===== config.mk =====
export PLATFORM = sky130hd
export DESIGN_NAME = aes_round_ctrl
export DESIGN_NICKNAME = d
export VERILOG_FILES = /design/src/rtl/aes_pkg.sv /design/src/rtl/aes_step_timer.sv /design/src/rtl/aes_round_ctrl.sv
export SDC_FILE = /design/constraint.sdc
export NUM_CORES = 1
export LEC_CHECK = 0
export ABC_AREA = 1
export CAP_MARGIN = 10
export CORE_AREA = 2 2 206 208
export CTS_CLUSTER_SIZE = 16
export DETAILED_ROUTE_END_ITERATION = 6
export DIE_AREA = 0 0 208 210
export PLACE_DENSITY_LB_ADDON = 0.05
export SYNTH_ARGS = -nofsm -noshare
export SYNTH_HDL_FRONTEND = slang
export SYNTH_SLANG_ARGS = --single-unit

===== constraint.sdc =====
create_clock -name clk_i -period 2.7 [get_ports clk_i]
set_clock_uncertainty 0.05 [all_clocks]
set_input_delay 0.27 -clock clk_i [delete_from_list [all_inputs] [get_ports clk_i]]
set_output_delay 0.27 -clock clk_i [all_outputs]
set_load 0.1 [all_outputs]

===== src/rtl/aes_pkg.sv =====
// aes_pkg: shared types and constants for the AES round sequencer and its helpers.
package aes_pkg;

    typedef enum logic [1:0] {IDLE, ISSUE, WAIT, DONE} ctrl_state_e;

    typedef logic [127:0] block_t;
    typedef logic [3:0]   rnd_t;

    localparam int AES128_NR = 10;
    localparam int AES192_NR = 12;
    localparam int AES256_NR = 14;

    // Width of the wait-cycle timer; covers datapath latencies 1..7.
    localparam int TMR_W = 3;

    // Step encoding as seen by the key schedule: the direction flag sits above the step index.
    typedef struct packed {
        logic dec;
        rnd_t step;
    } step_enc_t;

    // Round-key index for a step: ascending for encrypt, descending NR..0 for decrypt.
    function automatic rnd_t step_to_rnd(input step_enc_t enc, input rnd_t nr);
        return enc.dec ? rnd_t'(nr - enc.step) : enc.step;
    endfunction

endpackage


===== src/rtl/aes_step_timer.sv =====
// aes_step_timer: loadable down-counter that flags the last cycle of a datapath wait.
module aes_step_timer
    import aes_pkg::*;
(
    input  logic             clk_i,
    input  logic             rst_i,
    input  logic             load_i,
    input  logic [TMR_W-1:0] load_val_i,
    input  logic             en_i,
    output logic             expire_o
);

    logic [TMR_W-1:0] r_cnt;

    // Load on issue, count down while waiting, park at zero once expired.
    always_ff @(posedge clk_i) begin
        if (rst_i) begin
            r_cnt <= '0;
        end else if (load_i) begin
            r_cnt <= load_val_i;
        end else if (en_i && (r_cnt != '0)) begin
            r_cnt <= r_cnt - TMR_W'(1);
        end
    end

    assign expire_o = en_i && (r_cnt == '0);

endmodule


===== src/rtl/aes_round_ctrl.sv =====
// aes_round_ctrl: accepts one 128-bit block, steps the shared round datapath NR+1 times
// (initial AddRoundKey, NR-1 full rounds, final round) and returns the result on valid/ready.
// Optional decrypt support is enabled with the AES_ROUND_CTRL_DEC_EN macro.
module aes_round_ctrl
    import aes_pkg::*;
#(
    parameter int NR     = AES128_NR,
    parameter int DP_LAT = 1
) (
    input  logic         clk_i,
    input  logic         rst_i,
    input  logic         in_valid_i,
    output logic         in_ready_o,
    input  logic [127:0] in_data_i,
`ifdef AES_ROUND_CTRL_DEC_EN
    input  logic         in_dec_i,
`endif
    output logic         out_valid_o,
    input  logic         out_ready_i,
    output logic [127:0] out_data_o,
    output logic         dp_en_o,
    output logic [127:0] dp_state_o,
    output logic [3:0]   dp_rnd_o,
    output logic         dp_first_o,
    output logic         dp_last_o,
    input  logic [127:0] dp_state_i,
    output logic         busy_o
);

    localparam rnd_t             NR_R      = rnd_t'(NR);
    localparam logic [TMR_W-1:0] WAIT_LAST = TMR_W'(DP_LAT - 1);

    ctrl_state_e r_state;
    block_t      r_data;
    rnd_t        r_step;
    logic        r_dec;
    logic        r_in_ready;
    logic        r_out_valid;
    logic        r_dp_en;
    logic        r_first;
    logic        r_last;
    rnd_t        r_rnd;
    logic        r_busy;

    logic        w_in_dec;
    logic        w_accept;
    logic        w_expire;
    logic        w_step_last;
    rnd_t        w_step_nxt;

`ifdef AES_ROUND_CTRL_DEC_EN
    assign w_in_dec = in_dec_i;
`else
    assign w_in_dec = 1'b0;
`endif

    // in_ready is only ever high while idle, so it doubles as the accept qualifier.
    assign w_accept    = in_valid_i && r_in_ready;
    assign w_step_last = (r_step == NR_R);
    assign w_step_nxt  = r_step + 4'd1;

    aes_step_timer u_timer (
        .clk_i      (clk_i),
        .rst_i      (rst_i),
        .load_i     (r_state == ISSUE),
        .load_val_i (WAIT_LAST),
        .en_i       (r_state == WAIT),
        .expire_o   (w_expire)
    );

    // Sequencer FSM; every output is registered and set alongside the transition that implies it.
    always_ff @(posedge clk_i) begin
        if (rst_i) begin
            r_state     <= IDLE;
            r_data      <= '0;
            r_step      <= '0;
            r_dec       <= 1'b0;
            r_in_ready  <= 1'b0;
            r_out_valid <= 1'b0;
            r_dp_en     <= 1'b0;
            r_first     <= 1'b0;
            r_last      <= 1'b0;
            r_rnd       <= '0;
            r_busy      <= 1'b0;
        end else begin
            r_dp_en <= 1'b0;
            case (r_state)
                IDLE: begin
                    if (w_accept) begin
                        r_state    <= ISSUE;
                        r_data     <= in_data_i;
                        r_step     <= '0;
                        r_dec      <= w_in_dec;
                        r_in_ready <= 1'b0;
                        r_busy     <= 1'b1;
                        r_dp_en    <= 1'b1;
                        r_first    <= 1'b1;
                        r_last     <= (NR_R == 4'd0);
                        r_rnd      <= step_to_rnd(step_enc_t'{dec: w_in_dec, step: 4'd0}, NR_R);
                    end else begin
                        r_in_ready <= 1'b1;
                    end
                end
                ISSUE: begin
                    r_state <= WAIT;
                end
                WAIT: begin
                    if (w_expire) begin
                        r_data <= dp_state_i;
                        if (w_step_last) begin
                            r_state     <= DONE;
                            r_out_valid <= 1'b1;
                            r_first     <= 1'b0;
                            r_last      <= 1'b0;
                            r_rnd       <= '0;
                        end else begin
                            r_state <= ISSUE;
                            r_step  <= w_step_nxt;
                            r_dp_en <= 1'b1;
                            r_first <= 1'b0;
                            r_last  <= (w_step_nxt == NR_R);
                            r_rnd   <= step_to_rnd(step_enc_t'{dec: r_dec, step: w_step_nxt}, NR_R);
                        end
                    end
                end
                DONE: begin
                    if (out_ready_i) begin
                        r_state     <= IDLE;
                        r_out_valid <= 1'b0;
                        r_busy      <= 1'b0;
                        r_in_ready  <= 1'b1;
                    end
                end
                default: begin
                    r_state <= IDLE;
                end
            endcase
        end
    end

    assign in_ready_o  = r_in_ready;
    assign out_valid_o = r_out_valid;
    assign out_data_o  = r_data;
    assign dp_en_o     = r_dp_en;
    assign dp_state_o  = r_data;
    assign dp_rnd_o    = r_rnd;
    assign dp_first_o  = r_first;
    assign dp_last_o   = r_last;
    assign busy_o      = r_busy;

endmodule


== Word level (Yosys, flattened, before mapping) ==
Cells that the tools add are included.
Storage, ports and cells
  flip-flop bits (word level): 147
  logic and storage cells: 73
  input bits: 260
  output and inout bits: 266
Cells by class
  $add $sub $neg: 2
  reductions and logical operators: 16
  equality and inequality tests: 10
  multiplexer cells: 34
Operators with widths (count)
  2-to-1 mux 128 bit: 2
  case mux 128 bit (2 select lines): 1
  2-to-1 mux 4 bit: 5
  case mux 4 bit (2 select lines): 2
  2-to-1 mux 1 bit: 13
  case mux 1 bit (2 select lines): 6
  inequality test 2 bit (second input constant): 5
  AND reduction 3 bit: 3
  equality test 4 bit (second input constant): 2
  2-to-1 mux 2 bit: 4
  case mux 2 bit (4 select lines): 1
  AND reduction 4 bit: 2
  nonzero test 2 bit: 3
  adder 4 x 1 -> 4 bit (second input constant): 1
  equality test 2 bit (second input constant): 2
  logical AND 1 bit: 3
  logical NOT 3 bit: 1
  nonzero test 3 bit: 1
  subtractor 3 x 1 -> 3 bit (second input constant): 1
  equality test 2 x 1 -> 1 bit (second input constant): 1
  logical NOT 2 bit: 1
  AND reduction 2 bit: 1
  OR reduction 2 bit: 1

== Logic depth before layout (Yosys ltp) ==
Gate-level depths: netlist (run 1).
  depth in word-level cells: 5
  depth in mapped cells: 11
  mapped depth without buffers: 9

== Cells and area by module ==
From an unflattened synthesis (run 1), not the netlist that was laid out.
Second synthesis, totals
  cell total of the unflattened synthesis: 1235
  area, all modules: 7980.2 um2
Modules (own cells, without submodules)
  aes_round_ctrl: area an instance 7754.9 um2, instances 1, cells each 1200
  aes_step_timer: area an instance 225.2 um2, instances 1, cells each 35

== Worst setup path after synthesis (run 1) ==
OpenSTA, ideal clock, no wires.
  path type: reg-to-reg
  start point: register r_in_ready, in the netlist in_ready_o
  end point: register r_data[10], in the netlist dp_state_o[10]
  cell stages (with the launch flop): 8
  path buffers: 2
  data required time: 2532 ps
  arrival: 1884 ps
  clock period less this slack: 2053 ps
  setup time: 118 ps
  setup slack: 647 ps
  path through: dfxtp_1 -> nand3_1 -> nand2_4 -> inv_4 -> buf_6 -> buf_6 -> nor2_2 -> nor2_1
On the way
  longest elaborated chain between the ends: 3
RTL lines
  start: declaration: line aes_round_ctrl.sv:37  | logic r_in_ready;
  start signal: assignment: line aes_round_ctrl.sv:78  | r_in_ready <= 1'b0;
  start signal: assignment: line aes_round_ctrl.sv:94  | r_in_ready <= 1'b0;
  start signal: assignment: line aes_round_ctrl.sv:101  | r_in_ready <= 1'b1;
  logical AND 1 bit: line aes_round_ctrl.sv:58  | assign w_accept = in_valid_i && r_in_ready;
  inequality test 2 bit (no source line)
  AND reduction 3 bit (no source line)
  end signal: assignment: line aes_round_ctrl.sv:91  | r_data <= in_data_i;
  end signal: assignment: line aes_round_ctrl.sv:109  | r_data <= dp_state_i;
  end: declaration: line aes_round_ctrl.sv:34  | block_t r_data;
Every way passes these cells.
A chain may end at the register's enable or synchronous reset.

== Worst setup path in the final report (run 1) ==
  start point: register r_state[1]
  end point: register r_data[85], in the netlist dp_state_o[85]
On the way
  longest elaborated chain between the ends: 4
RTL lines
  start: declaration: line aes_round_ctrl.sv:33  | ctrl_state_e r_state;
  start signal: assignment: line aes_round_ctrl.sv:74  | r_state <= IDLE;
  start signal: assignment: line aes_round_ctrl.sv:90  | r_state <= ISSUE;
  start signal: assignment: line aes_round_ctrl.sv:105  | r_state <= WAIT;
  equality test 2 bit: line aes_round_ctrl.sv:67, aes_round_ctrl.sv:87
  logical AND 1 bit: line aes_step_timer.sv:26  | assign expire_o = en_i && (r_cnt == '0);
  inequality test 2 bit (no source line)
  AND reduction 3 bit (no source line)
Parallel ways exist; a longest one is shown, timed or not.

==> flow_summary.yaml, run 1 <==
status:
  status: "finished, final reports clean"
drt:
  ant_nets: 0
  wl_per_cell_um: 16.3
  vias: 8352
  drt_iter0_drc: 321
  wl_um: 34600
  dr.pass1.iters: 4
  drc: 0
  viasPerCell: 3.94
global_route:
  grt_max_degree: 131
  grt_pass1_vias: 7962
  overflow: 0
  antenna_found_initial: 2
  grt_use_total_pct: 15.4
  grt_pass1_wl_um: 51100
layout:
  fin_nets: 1835
  syn_to_final_growth_pct: 59.1
  drive_gt1_share_pct: 20.4
  final_core_util_pct: 30.2
  diodes: 0
critical_path:
  worst_path_most_repeated_cell: "nand2_4"
  worstSetupEndpointType: "flop"
  critPathArrivalTime_ps: 2300
  critPathMaxStageDelay_ps: 430
  worstSetupStartpointType: "flop"
  critPathRequiredTime_ps: 3020
  crit_chain: "nand2_4 > inv_4 > nand2_2 > nand2_4 > buf_12 > o21ai_0 > nor2_1"
  cpMaxStageDelayCell: "dfxtp_1"
  path_max_fanout: 130
  worstSetupPathType: "flop to flop"
floorplanning:
  start_util_pct: 19.0
  ios: 526
  dieArea_um2: 43700
  die_height_um: 210
  die_x_um: 208
  core_um2: 41500
  rows: 75
timing:
  fin_crit_ps: 1980
  finalCritPeriodShare_pct: 73.4
  setup_ws_ps: 718
  max_freq_mhz: 505
  worst_pin_slew_ps: 715
  rsz0062_at_grt: "false"
  finalHoldViolCount: 0
  setup_viol: 0
  relSlewSlack_pct: 52.3
  maxSlewViolCount: 0
  setup_tns_ps: 0
cts:
  hold_buffers: 0
  cts_made_buffers: 17
  cts_root_buffer: "clkbuf_16"
  clk_latency_ps: 430
  cts_buffer_depth: 2
  cts.sinks: 147
  cts_tree: "yes"
  cts_max_level: 4
  post_cts_buffers: 0
  clkSlewWorstSetupHoldPaths_ps: 60
  post_cts_resized: 0
place:
  place_ws_ps: 520
  io_buffer_count: 525
  gp_congestion: 0.761
  dpl.hpwl_um: 25300
logic_synthesis:
  synthesis.nets: 1476
  yosysWarningCount: 0
  ys_seq_area_share_pct: 37.4
  syn_avg_cell_area_um2: 6.49
  synthCells: 1211
  yosysUniqueCellTypes: 25
  syn-cell-area_um2: 7870
  yosys_register_bits: 147
hold_path:
  hold_class: "flop to flop"
pwr:
  peakVddDrop_mv: 0.355
  p_per_area_nw_per_um2: 719
  p_leak_uw: 0.00609
run:
  cap_violations: 0
-- area by class of cell --
class                           instances  area, µm²
Clock inverter                          4       97.6
Inverter                               16       66.3
Tap cell                              539        674
Fill cell                            4568      29000
Timing Repair Buffer                  539       4760
Clock buffer                           25        495
Multi-Input combinational cell        849       3480
Sequential cell                       147       2940
-- worst max-delay path: cells and delay by family (launching register included) --
| family | cells | cell delay [ps] |
|---|---|---|
| buffers and inverters | 2 | 530 |
| AOI/OAI and AO/OA | 1 | 150 |
| DFF | 1 | 430 |
| and+or+nand+nor | 4 | 540 |
-- per-layer routing --
metal,share of wire [%],global-route usage (%)
met1,44,19.4
met2,48,26.3
met3,6.3,3.92
met4,1.0,3.77
met5,0,0
-- per-stage QoR --
| stage | hold WS (ps) | total power [µW] | cells | instance area (µm²) |
|---|---|---|---|---|
| detailed placement | 408 | 6600 | 2090 | 11900 |
| floorplan | 289 | 5730 | 1211 | 7870 |
| CTS | 426 | 9160 | 2119 | 12500 |
| global placement | 405 | 6600 | 2090 | 11900 |
| finish | 417 | 9000 | 2119 | 12500 |
| global route | 458 | 9370 | 2119 | 12500 |
-- worst paths after layout --
| kind | start | to | slack (ps) | cells past startpoint |
|---|---|---|---|---|
| setup / recovery | r_state[1] | dp_state_o[85] | 720 | 7 |
| hold reg to reg | dp_rnd_o[3] | dp_rnd_o[3] | 420 | 2 |
| setup reg to reg | r_state[1] | dp_state_o[85] | 720 | 7 |
| hold / removal | dp_rnd_o[3] | dp_rnd_o[3] | 420 | 2 |
-- cells in the mapped netlist, drive strengths merged --
cell,n,share of area (%)
nand2,418,20
nor2,268,13
buf,178,17
dfxtp,147,37
o21ai,131,8.3
clkbuf,21,1.0
inv,16,0.80
a21oi,14,0.89
nand3,8,0.51
ha,5,0.80
a211oi,1,0.095
a31oi,1,0.080
nand4,1,0.080
nor3b,1,0.095
or2,1,0.080
-- sequential cells by signal, indices dropped and copies added, names as in the netlist --
register / flops
out_valid_o: 1
in_ready_o: 1
busy_o: 1
r_step: 4
dp_en_o: 1
u_timer.r_cnt: 3
dp_last_o: 1
dp_first_o: 1
r_state: 2
dp_state_o: 128
dp_rnd_o: 4
-- cell families after synthesis --
| group | synth area share [%] |
|---|---|
| buf+inv | 18.4 |
| simple gates | 34.0 |
| compound gates | 9.40 |
| fa+ha+maj | 0.795 |
| flops | 37.4 |
-- cells in the final DEF (no fill, tap or decap) --
cell type        netlist  routed
inv_4                  1       2
nor2_2                10      10
nand4_1                1       1
bufinv_16              0       3
a31oi_1                1       1
nand2_2                2       1
clkbuf_1              20       4
nand2_1              415     415
clkinvlp_4             0       1
clkinv_2               0       1
nor3b_1                1       1
buf_12                 0       5
ha_1                   5       5
buf_4                146     275
o21ai_1               44      44
nand2_4                1       2
nor2_1               258     258
clkbuf_8               0       4
a21oi_1               14      14
clkdlybuf4s50_1        0     259
inv_2                  2       1
o21ai_0               87      87
inv_1                 13      12
or2_2                  1       1
nand3_1                8       8
dfxtp_1              147     147
clkbuf_16              0      17
a211oi_1               1       1
-- where the power goes --
part / switching (µW) / internal (µW) / total [µW]
combinational: 3080 / 916 / 3990
sequential: 180 / 2350 / 2530
clock: 939 / 1540 / 2480
Power figures use the tool's default switching activity.
==> run 2, diff against run 1 <==
CORE_AREA = 2 2 205 207   (was 2 2 206 208)
DIE_AREA = 0 0 207 209   (was 0 0 208 210)
clock period = 1.79 ns   (was 2.7 ns; I/O delays follow)
==> flow_summary.yaml, run 2 (synthesis gave the netlist of run 1 again) <==
drt:
  wl_per_cell_um: 16.5
  viasPerCell: 3.94
  vias: 8415
  drc: 0
  dr.pass1.iters: 4
  wl_um: 35200
  ant_nets: 0
  drt_iter0_drc: 322
pwr:
  p_total_uw: 14000
  peakVddDrop_mv: 0.625
  p_leak_uw: 0.00632
  p_per_area_nw_per_um2: 1060
timing:
  fin_crit_ps: 1660
  finalCritPeriodShare_pct: 92.6
  setup_tns_ps: 0
  finalHoldViolCount: 0
  relSlewSlack_pct: 64.5
  max_freq_mhz: 603
  worst_pin_slew_ps: 533
  maxSlewViolCount: 0
  rsz0062_at_grt: "true"
  setup_viol: 0
cts:
  cts.sinks: 147
  clk_latency_ps: 440
  clkSlewWorstSetupHoldPaths_ps: 70
  cts_buffer_depth: 2
  post_cts_resized: 0
  cts_root_buffer: "clkbuf_16"
  cts_made_buffers: 17
  cts_max_level: 4
  cts_tree: "yes"
  hold_buffers: 0
  post_cts_buffers: 0
layout:
  fin_nets: 1851
  drive_gt1_share_pct: 21.6
  mostFrequentLayoutCell: "nand2_1"
  mostFrequentLayoutCells: "nand2_1, clkdlybuf4s50_1, nor2_1, buf_4, dfxtp_1"
  final_core_util_pct: 31.9
  syn_to_final_growth_pct: 67.4
  largest_reg_flops: 128
  diodes: 0
floorplanning:
  die_height_um: 209
  die_x_um: 207
  start_util_pct: 19.0
  dieArea_um2: 43300
  ios: 526
  rows: 75
  core_um2: 41300
global_route:
  grt_use_total_pct: 15.6
  met3_usage_pct: 4.49
  antenna_found_initial: 2
  grt_pass1_vias: 8191
  grt.met2_usage_pct: 26.7
  grt_pass1_wl_um: 51600
  top_usage_layer: "met2"
  grt_max_degree: 83
  grt_use_met1_pct: 19.4
  overflow: 0
critical_path:
  critPathRequiredTime_ps: 2070
  worstSetupStartpointType: "flop"
  worstSetupEndpointType: "flop"
  critPathArrivalTime_ps: 1940
  worstSetupPathType: "flop to flop"
  path_max_fanout: 24
place:
  gp_congestion: 0.757
  dpl.hpwl_um: 26300
  io_buffer_count: 525
status:
  status: "finished, final reports clean"
hold_path:
  hold_class: "primary input to flop"
run:
  cap_violations: 0
==> run 2: worst max-delay path: stages, from the launching register on <==
cell,delay [ps]
dfxtp_1,320
inv_1,70
ha_1,190
inv_1,80
nor2_2,50
nand2_2,120
nand2_8,110
buf_12,170
buf_12,160
o21ai_0,150
nor2_1,50
==> run 2: metrics by stage <==
stage                     hold slack (ps)  cells  worst slack, ps  cell area (µm²)
after floorplan                       198   1211              125             7870
after global placement                410   2105              113            12500
after detailed placement              410   2105             96.8            12500
after CTS                             337   2137             73.1            13100
after global routing                  358   2138            -37.3            13200
final                                 363   2138              132            13200
==> run 2: metal layers <==
layer	wire [µm]	vias to the layer above
li1	-	4366
met1	15800	3710
met2	16800	309
met3	2150	26
met4	408	4
met5	32	-
==> run 2: path summary, 6_finish.rpt <==
| path | start | to | slack [ps] | depth (start not counted) |
|---|---|---|---|---|
| worst max-delay path | u_timer.r_cnt[0] | dp_state_o[55] | 130 | 10 |
| worst min-delay path | dp_state_i[92] | dp_state_o[92] | 360 | 5 |
| worst max register to register | u_timer.r_cnt[0] | dp_state_o[55] | 130 | 10 |
| worst min register to register | busy_o | busy_o | 420 | 2 |
==> run 2: layout make-up <==
class,instances,area [µm²]
well taps,539,674
fillers,4461,28100
multi-input cells,849,3490
repair buffers,555,5380
clock inverters,13,181
flip-flops and latches,147,2940
inverters,16,68.8
clock buffers,19,433
==> run 2: power breakdown <==
group,switching (µW),internal [µW]
combinational,4680,1580
clock,1530,2330
sequential,307,3550
total,6510,7460
